--- src/rtl/alu_sequencer.sv ---
// rtl/alu_sequencer.sv - micro-sequencer that fetches from program memory, drives the 8-bit ALU
// and emits output bytes over a valid/ready handshake.
module alu_sequencer #(
  parameter int PC_W = 8
) (
  input  logic            clk_SEQ,
  input  logic            rstn_SEQ,
  input  logic            start,
  output logic            busy,
  output logic            halted,
  output logic [PC_W-1:0] pm_addr,
  input  logic [7:0]      pm_data,
  output logic [7:0]      alu_a,
  output logic [7:0]      alu_b,
  output logic [2:0]      alu_f,
  output logic            alu_write_cz,
  input  logic [7:0]      alu_c,
  input  logic            alu_cf,
  input  logic            alu_zf,
  output logic [7:0]      out_data,
  output logic            out_valid,
  input  logic            out_ready
);

  typedef enum logic [2:0] {
    IDLE,
    FETCH,
    DECODE,
    OPERAND,
    EXEC,
    OUT_WAIT,
    HALTED
  } seqState_t;

  localparam logic [1:0] OP_ALU = 2'b00;
  localparam logic [1:0] OP_LDI = 2'b01;
  localparam logic [1:0] OP_JMP = 2'b10;
  localparam logic [1:0] OP_SYS = 2'b11;

  seqState_t       state, stateNext;
  logic [PC_W-1:0] pc, pcNext, pcInc;
  logic [7:0]      regA, regANext;
  logic [7:0]      regB, regBNext;
  logic [7:0]      ir, irNext;
  logic [7:0]      outData, outDataNext;
  logic            outValid, outValidNext;
  logic [2:0]      aluF;
  logic            aluWcz;
  logic            jumpTaken;
  logic            unusedIrBit;

  // ir[0] carries no meaning in any encoding
  assign unusedIrBit = ir[0];

  assign pcInc = pc + PC_W'(1);

  always_comb begin
    jumpTaken = 1'b0;
    case (ir[5:4])
      2'b00:   jumpTaken = 1'b1;
      2'b01:   jumpTaken = alu_cf;
      2'b10:   jumpTaken = alu_zf;
      default: jumpTaken = ~alu_zf;
    endcase
  end

  always_ff @(posedge clk_SEQ or negedge rstn_SEQ) begin
    if (!rstn_SEQ) begin
      state <= IDLE;
    end else begin
      state <= stateNext;
    end
  end

  always_comb begin
    stateNext    = state;
    pcNext       = pc;
    regANext     = regA;
    regBNext     = regB;
    irNext       = ir;
    outDataNext  = outData;
    outValidNext = outValid;
    aluF         = 3'b000;
    aluWcz       = 1'b0;

    case (state)
      IDLE, HALTED: begin
        if (start) begin
          stateNext = FETCH;
          pcNext    = '0;
        end
      end

      FETCH: stateNext = DECODE;

      // pm_data here is the opcode byte addressed during FETCH
      DECODE: begin
        irNext = pm_data;
        pcNext = pcInc;
        case (pm_data[7:6])
          OP_ALU:         stateNext = EXEC;
          OP_LDI, OP_JMP: stateNext = OPERAND;
          default: begin
            if (pm_data[5]) begin
              stateNext = HALTED;
            end else begin
              stateNext    = OUT_WAIT;
              outDataNext  = pm_data[4] ? regB : regA;
              outValidNext = 1'b1;
            end
          end
        endcase
      end

      OPERAND: stateNext = EXEC;

      // For LDI/JMP pm_data now holds the operand byte fetched during OPERAND
      EXEC: begin
        stateNext = FETCH;
        case (ir[7:6])
          OP_ALU: begin
            aluF   = ir[5:3];
            aluWcz = ir[1];
            if (ir[2]) regBNext = alu_c;
            else       regANext = alu_c;
          end
          OP_LDI: begin
            if (ir[5]) regBNext = pm_data;
            else       regANext = pm_data;
            pcNext = pcInc;
          end
          OP_JMP: begin
            pcNext = jumpTaken ? pm_data[PC_W-1:0] : pcInc;
          end
          OP_SYS: begin
            stateNext = FETCH;
          end
          default: begin
            stateNext = FETCH;
          end
        endcase
      end

      OUT_WAIT: begin
        if (outValid && out_ready) begin
          outValidNext = 1'b0;
          stateNext    = FETCH;
        end
      end

      default: stateNext = IDLE;
    endcase
  end

  always_ff @(posedge clk_SEQ or negedge rstn_SEQ) begin
    if (!rstn_SEQ) begin
      pc       <= '0;
      regA     <= 8'h00;
      regB     <= 8'h00;
      ir       <= 8'h00;
      outData  <= 8'h00;
      outValid <= 1'b0;
    end else begin
      pc       <= pcNext;
      regA     <= regANext;
      regB     <= regBNext;
      ir       <= irNext;
      outData  <= outDataNext;
      outValid <= outValidNext;
    end
  end

  assign busy         = (state != IDLE) && (state != HALTED);
  assign halted       = (state == HALTED);
  assign pm_addr      = pc;
  assign alu_a        = regA;
  assign alu_b        = regB;
  assign alu_f        = aluF;
  assign alu_write_cz = aluWcz;
  assign out_data     = outData;
  assign out_valid    = outValid;

endmodule

--- config.mk ---
export PLATFORM = sky130hd
export DESIGN_NAME = alu_sequencer
export DESIGN_NICKNAME = d
export VERILOG_FILES = /design/src/rtl/alu_sequencer.sv
export SDC_FILE = /design/constraint.sdc
export NUM_CORES = 1
export LEC_CHECK = 0
export ABC_AREA = 1
export CORE_MARGIN = 2
export CORE_UTILIZATION = 49
export DETAILED_ROUTE_END_ITERATION = 10
export HOLD_SLACK_MARGIN = 0.06
export PLACE_DENSITY = 0.87
export SLEW_MARGIN = 10
export SYNTH_ARGS = -nofsm -noshare
export SYNTH_HDL_FRONTEND = slang
export SYNTH_SLANG_ARGS = --single-unit
--- constraint.sdc ---
create_clock -name clk_SEQ -period 2.04 [get_ports clk_SEQ]
set_input_delay 0.51 -clock clk_SEQ [delete_from_list [all_inputs] [get_ports clk_SEQ]]
set_output_delay 0.51 -clock clk_SEQ [all_outputs]
set_load 0.005 [all_outputs]
* Word-level counts from Yosys, hierarchy flattened *
Cells that the tools add are included.

storage, ports and cells
  bits of input ports = 22
  output and inout bits = 39
  logic and storage cells = 77
  register bits after elaboration = 44

cells by class
  bitwise logic cells = 3
  reductions and logical operators = 19
  eq/ne operators = 22
  add/sub/neg operators = 1
  multiplexer cells = 25

operators by type and width
  cell                                                                      count
  8-bit two-way mux                                                         7
  8-bit one-hot mux with 2 select lines                                     3
  8-bit one-hot mux with 3 select lines                                     1
  3-bit one-hot mux with 6 select lines                                     1
  2-bit inequality test (second input constant)                             8
  3-bit two-way mux                                                         4
  4-bit AND reduction                                                       3
  3-bit == test (second input constant)                                     3
  8-bit by 1-bit adder with 8-bit output (second input constant)            1
  2-bit by 1-bit == test with 1-bit output (second input constant)          3
  2-bit == test (second input constant)                                     3
  3-bit by 2-bit == test with 1-bit output (second input constant)          2
  2-bit logical NOT                                                         3
  3-bit one-hot mux with 2 select lines                                     1
  3-bit AND reduction                                                       2
  3-bit nonzero test                                                        2
  1-bit two-way mux                                                         5
  2-bit nonzero test                                                        2
  2-bit OR reduction                                                        2
  3-bit by 1-bit == test with 1-bit output (second input constant)          1
  3-bit logical NOT                                                         1
  3-bit by 2-bit inequality test with 1-bit output (second input constant)  1
  3-bit inequality test (second input constant)                             1
  1-bit inverter                                                            3
  other kinds (6)                                                           7

* Depth between registers and ports, before layout *
Gate-level depths: netlist (run 1).

  depth after elaboration = 5
  gate-level depth with buffers = 10
  mapped depth without buffers = 10

* Worst setup path before layout (run 1) *
No wires, ideal clock.

  path kind = reg-to-output
  start point = register state[1]
  end point = output alu_f[0]
  cell stages (with the launch flop) = 7
  buffers on the path = 1
  slack = 404 ps
  required time = 1,530 ps
  arrival time = 1,126 ps
  cells stage by stage = dfrtp_1 > inv_2 > nand2_4 > nor2_4 > clkbuf_1 > nand2_1 > nor2_1

between the ends
  cells in the longest elaborated chain, start to end = 2

ends and longest elaborated chain
  item                    RTL line  RTL
  start, declared         40        seqState_t state, stateNext;
  start signal, assigned  71        state <= stateNext;
  3-bit == test           86        case (state)
  3-bit two-way mux       86
  end, declared           15        output logic [2:0] alu_f,

Every way passes these cells.

* Worst setup path after layout (run 1) *
  start point = register state[1]
  end point = output alu_f[2]

Same word-level chain as after synthesis.

==> results of run 1 <==
## cells by family after synthesis
group,after synthesis
simple gates,167
buf+inv,53
flops,43
xor+xnor,2
fa+ha+maj,2
compound gates,56
## per-stage QoR
stage,util,setup slack (ns)
after floorplan,-,0.4040
after global placement,0.6652,0.1221
after detailed placement,0.6652,0.03213
after CTS,0.6914,0.04049
after global routing,0.6898,0.01926
final,0.6898,0.07032
## cell usage after synthesis (2+ instances only)
cell type,instances
inv_2,4
ha_1,2
dfrtp_1,43
clkbuf_1,2
o21ai_2,9
nor2_1,32
inv_1,39
nand3_2,2
nor3_4,2
nand2_1,98
a21oi_1,10
o21ai_0,21
o21ai_1,2
buf_6,2
buf_4,2
buf_2,3
nor3_1,3
nand3_1,24
a31oi_1,10
## worst max-delay path, delay by kind of cell (launching register included)
family	cells	cell delay (ns)
simple gates	3	0.33
buf+inv	3	0.42
flops	1	0.40
## flip-flops by register name, indices dropped and copies added (netlist names)
name,count
state,3
out_valid,1
alu_a,8
alu_b,8
out_data,8
pm_addr,8
ir,7
## final cells by class
type	count	area, µm²
Fill cell	374	1465
Multi-Input combinational cell	227	1106
Sequential cell	43	1076
Timing Repair Buffer	74	710.7
Inverter	44	165.2
Tap cell	67	83.83
Clock buffer	5	68.82
Clock inverter	3	47.55
## routing by layer
layer	vias to the layer above	part of all wire	wire, µm
met2	93	0.50	3254
li1	1178	-	-
met1	1160	0.42	2724
met3	16	0.063	411
met4	0	0.023	152
met5	-	0	0
## worst paths after layout
path / start / endpoint / slack, ns
worst max register to register: state[0] / out_data[2] / 0.38
max in group asynchronous: rstn_SEQ / state[2] / 1.35
min in group clk_SEQ: ir[2] / ir[2] / 0.51
worst min register to register: ir[2] / ir[2] / 0.51
worst max-delay path: state[1] / alu_f[2] / 0.07
worst min-delay path: rstn_SEQ / alu_b[3] / 0.17
## timing repair
item                       CTS  global route
hold buffers                 0             0
buffers inserted             2             0
resized for setup            6             4
setup endpoints to repair    6             2
pin swaps                    0             0
## power groups by stage
stage	Combinational, mW	Sequential [mW]	Clock [mW]
6_report	2.57	1.66	0.699
5_1_grt	2.86	1.72	0.737
4_1_cts	2.56	1.65	0.700
3_5_place_dp	2.53	1.66	0
3_3_place_gp	2.42	1.65	0
2_1_floorplan	1.37	1.64	0
==> impl_metrics.env, run 1 <==
export IMPL_synth_top_family_by_area="simple AND/OR/NAND/NOR gates"
export IMPL_maxCapViolations=0
export IMPL_crit_path_top_delay_cell="dfrtp_1"
export IMPL_status="complete, no violations"
export IMPL_netlist_area_leader_share=0.4470
export IMPL_drcViolationCount=0
export IMPL_layout_drive_gt1_share=0.1212
export IMPL_cts_root_buf="clkbuf_8"
export IMPL_grtUsageMet3=0.05962
export IMPL_hold_path_class="input pin to asynchronous set/reset pin"
export IMPL_worst_slew_pin_slew_ns=0.5677
export IMPL_grtUsageTotal=0.2584
export IMPL_grtUsageMet1=0.3363
export IMPL_synth_mux_area_frac=0
export IMPL_cp_arrival_ns=1.46
export IMPL_gp_congestion=0.9084
export IMPL_crit_fanout=5
export IMPL_stdcell_area_um2=3258
export IMPL_port_buffers=60
export IMPL_cts_htree_levels=2
export IMPL_synth_xor_area_frac=0.007277
export IMPL_grt_pass1_wl_um=10740
export IMPL_cts_buffer_depth=2
export IMPL_critPathKind="flip-flop to output pin"
export IMPL_max_freq_ghz=0.5077
export IMPL_seq_power_share=0.337
export IMPL_cp_start_kind="flip-flop"
export IMPL_cts_buffers=5
export IMPL_leakage_nw=1.552
export IMPL_layout_area_overhead_vs_synth_pct=35.34
export IMPL_fp_dieW_um=74.09
export IMPL_postSynthCellCount=323
export IMPL_core_um2=4723
export IMPL_rows=25
export IMPL_grt_busiest_layer="met2"
export IMPL_syn_nets=347
export IMPL_initial_core_util=0.5097
export IMPL_power_frac_comb=0.521
export IMPL_yosysUniqueCellTypes=32
export IMPL_clock_sinks=43
export IMPL_grt_ovfl_total=0
export IMPL_yosys_area_share_adder=0.01040
export IMPL_io_pins=61
export IMPL_die_height_um=74.09
export IMPL_synth_simple_gate_area_share=0.3004
export IMPL_finalPower_mw=4.921
export IMPL_syn_area_per_cell_um2=7.453
export IMPL_tritoncts="built"
export IMPL_finalMaxSlewViolations=0
export IMPL_vdd_drop_max_v=0.0008164
export IMPL_power_switching_mw=2.036
export IMPL_placedCellCount=453
export IMPL_slowest_delay_ns=0.40
export IMPL_antenna_found_initial=0
export IMPL_yosys_area_top_type="dfrtp_1"
export IMPL_vias_per_cell=5.285
export IMPL_slew_headroom=0.6203
export IMPL_yosys_warnings=0
export IMPL_p_sw_frac=0.4136
export IMPL_crit_top_cell="inv_2"
export IMPL_min_period_over_period=0.9655
export IMPL_placed_area_um2=3142
export IMPL_use_met2=0.4167
export IMPL_drt_iter0_markers=202
export IMPL_power_density_nw_per_um2=1510
export IMPL_drtAntennaViolNets=0
export IMPL_finalHoldViolCount=0
export IMPL_finalWirelength_um=6542
export IMPL_fin_cells=463
export IMPL_hpwl_um=4710
export IMPL_grt_pass1_vias=2308
export IMPL_antenna_cells=0
export IMPL_ys_ff_latch=43
export IMPL_fin_hold_ws_ns=0.1730
export IMPL_avgRoutedWirePerCell_um=14.13
export IMPL_layout_common_cells="nand2_1 (98), clkdlybuf4s50_1 (53), dfrtp_1 (43), inv_1 (39), nor2_1 (32)"
export IMPL_synth_edf_count=0
export IMPL_rsz0062_at_grt="false"
export IMPL_layout_commonest_cell="nand2_1"
export IMPL_fin_nets=419
export IMPL_crit_required_ns=1.53
export IMPL_crit_chain="inv_2 -> nand2_4 -> nor2_4 -> inv_2 -> nor3_1 -> dlygate4sd2_1"
export IMPL_synth_top_flop_cell="dfrtp_1"
export IMPL_setup_violations=0
export IMPL_crit_path_end_kind="output pin"
export IMPL_dieArea_um2=5489
export IMPL_finalCriticalPeriod_ns=1.970
export IMPL_worst_r2r_cell_count=7
export IMPL_synthArstFlopShare=1.000
export IMPL_path_clk_slew_ns=0.09
export IMPL_synth_compound_area_share=0.1414
export IMPL_syn_area_um2=2407
export IMPL_power_internal_mw=2.886
export IMPL_finalSetupTns_ns=0
export IMPL_synth_area_top_cells="dfrtp_1 (45%), nand2_1 (15%), inv_1 (6.1%)"
export IMPL_vias=2447
export IMPL_clk_latency_ns=0.30
export IMPL_ys_seq_area_frac=0.4470
export IMPL_clock_skew_ns=0.005950
export IMPL_clock_power_share=0.142
export IMPL_first_pass_iters=5
export IMPL_grt_max_degree=24
Note: power is estimated with default switching activity, not from simulation.
==> run 2, diff against run 1 <==
--- a/config.mk
+++ b/config.mk
@@ -6,6 +6,7 @@
 export NUM_CORES = 1
 export LEC_CHECK = 0
 export ABC_AREA = 1
+export CORE_ASPECT_RATIO = 1.5
 export CORE_MARGIN = 2
 export CORE_UTILIZATION = 49
 export DETAILED_ROUTE_END_ITERATION = 10
==> run 2 against run 1 <==
  * Via count is 1.0% higher
  * Cell count shrank 0.22%
  * Clock power shrank 3.9%
  * Register-to-register slack gained 0.06 ns
  * Largest cell class unchanged
  * Maximum frequency fell by 0.97%
  * Wire length grew 1.9%
  * Critical endpoint is now alu_write_cz
==> impl_metrics.env, run 2 (synthesis results as in run 1) <==
export IMPL_status="complete, no violations"
export IMPL_fin_nets=420
export IMPL_cp_start_kind="flip-flop"
export IMPL_fin_cells=462
export IMPL_placedCellCount=451
export IMPL_power_internal_mw=2.900
export IMPL_setup_violations=0
export IMPL_clock_sinks=43
export IMPL_maxCapViolations=0
export IMPL_dieArea_um2=5501
export IMPL_clk_latency_ns=0.30
export IMPL_min_period_over_period=0.9750
export IMPL_cts_hold_buffers=0
export IMPL_vdd_drop_max_v=0.0007980
export IMPL_finalWirelength_um=6668
export IMPL_critPathKind="flip-flop to output pin"
export IMPL_io_pins=61
export IMPL_nFillCells=393
export IMPL_grtUsageTotal=0.2679
export IMPL_clock_skew_ns=0.005444
export IMPL_rows=31
export IMPL_layout_drive_gt1_share=0.1263
export IMPL_setup_ws_ns=0.05108
export IMPL_finalSetupTns_ns=0
export IMPL_dp_slack_ns=0.03465
export IMPL_cts_buffers=5
export IMPL_power_frac_comb=0.528
export IMPL_initial_core_util=0.5046
export IMPL_power_density_nw_per_um2=1512
export IMPL_rsz0062_at_grt="false"
export IMPL_cp_arrival_ns=1.48
export IMPL_die_height_um=89.85
export IMPL_layout_commonest_cell="nand2_1"
export IMPL_antenna_found_initial=0
export IMPL_finalPower_mw=4.933
export IMPL_finalCriticalPeriod_ns=1.989
export IMPL_tritoncts="built"
export IMPL_drt_iter0_markers=103
export IMPL_grt_pass1_vias=2508
export IMPL_first_pass_iters=4
export IMPL_grt_ovfl_total=0
export IMPL_vias_per_cell=5.351
export IMPL_cts_buffer_depth=2
export IMPL_p_sw_frac=0.4120
export IMPL_drcViolationCount=0
export IMPL_hold_path_class="input pin to asynchronous set/reset pin"
export IMPL_leakage_nw=1.550
export IMPL_gp_congestion=0.8149
export IMPL_slew_headroom=0.5864
export IMPL_layout_common_cells="nand2_1 (97), clkdlybuf4s50_1 (54), dfrtp_1 (43), inv_1 (38), nor2_1 (31)"
export IMPL_worst_slew_pin_slew_ns=0.6183
export IMPL_antenna_cells=0
export IMPL_port_buffers=60
export IMPL_crit_fanout=5
export IMPL_cts_root_buf="clkbuf_8"
export IMPL_crit_required_ns=1.53
export IMPL_cts_htree_levels=2
export IMPL_finalHoldViolCount=0
export IMPL_path_clk_slew_ns=0.09
export IMPL_grt_max_degree=44
export IMPL_finalMaxSlewViolations=0
export IMPL_max_freq_ghz=0.5028
export IMPL_fin_hold_ws_ns=0.2776
export IMPL_seq_power_share=0.336
export IMPL_seq_area_um2=1076
export IMPL_crit_path_end_kind="output pin"
export IMPL_fp_dieW_um=61.23
export IMPL_avgRoutedWirePerCell_um=14.43
export IMPL_vias=2472
export IMPL_power_switching_mw=2.033
export IMPL_multi_input_area_um2=1121
export IMPL_grt_pass1_wl_um=11330
export IMPL_clock_power_share=0.136
export IMPL_hpwl_um=4719
export IMPL_core_um2=4771
export IMPL_drtAntennaViolNets=0
export IMPL_layout_area_overhead_vs_synth_pct=35.50
run 2: layout make-up:
cell class,count,area share
multi-input cells,227,0.3437
flip-flops and latches,43,0.3299
repair buffers,75,0.2190
inverters,44,0.05063
well taps,66,0.02532
clock buffers,6,0.02225
clock inverters,1,0.009206
run 2: power groups by stage:
| stage | Clock [mW] | Sequential [mW] | Combinational (mW) |
|---|---|---|---|
| after CTS | 0.658 | 1.65 | 2.58 |
| after floorplan | 0 | 1.64 | 1.37 |
| after global routing | 0.697 | 1.71 | 2.92 |
| final | 0.672 | 1.66 | 2.60 |
| after detailed placement | 0 | 1.65 | 2.50 |
| after global placement | 0 | 1.63 | 2.42 |
run 2: timing repair:
| action | 4_1_cts | 5_1_grt |
|---|---|---|
| setup buffers | 2 | 2 |
| resized for setup | 10 | 0 |
| setup endpoints to repair | 6 | 1 |
| gates cloned | 0 | 0 |
| pin swaps | 0 | 0 |
run 2: critical path, stage by stage (launching register included):
cell	delay, ns
dfrtp_1	0.40
inv_2	0.08
nand2_4	0.07
nor2_4	0.15
nand2_1	0.09
nor2_2	0.13
dlygate4sd2_1	0.25
run 2: layer usage:
metal  GRT usage  up-vias  share of wire
li1            -     1177              -
met1      0.3286     1179           0.40
met2      0.4291       98           0.52
met3     0.05899       18          0.052
met4      0.1304        0          0.028
met5           0        -              0
run 2: final timing paths:
kind,slack [ns],from,cells past startpoint,to
worst max-delay path,0.05,state[1],6,alu_write_cz
worst min-delay path,0.28,rstn_SEQ,2,alu_b[0]
worst max register to register,0.44,state[1],6,alu_a[7]
worst min register to register,0.51,ir[3],2,ir[3]
max in group asynchronous,1.38,rstn_SEQ,2,out_data[5]
min in group clk_SEQ,0.51,ir[3],2,ir[3]
run 2: metrics by stage:
stage | instance area [µm²] | util
finish | 3262 | 0.6837
global placement | 3120 | 0.6541
global route | 3262 | 0.6837
detailed placement | 3120 | 0.6541
CTS | 3247 | 0.6806
floorplan | 2407 | -
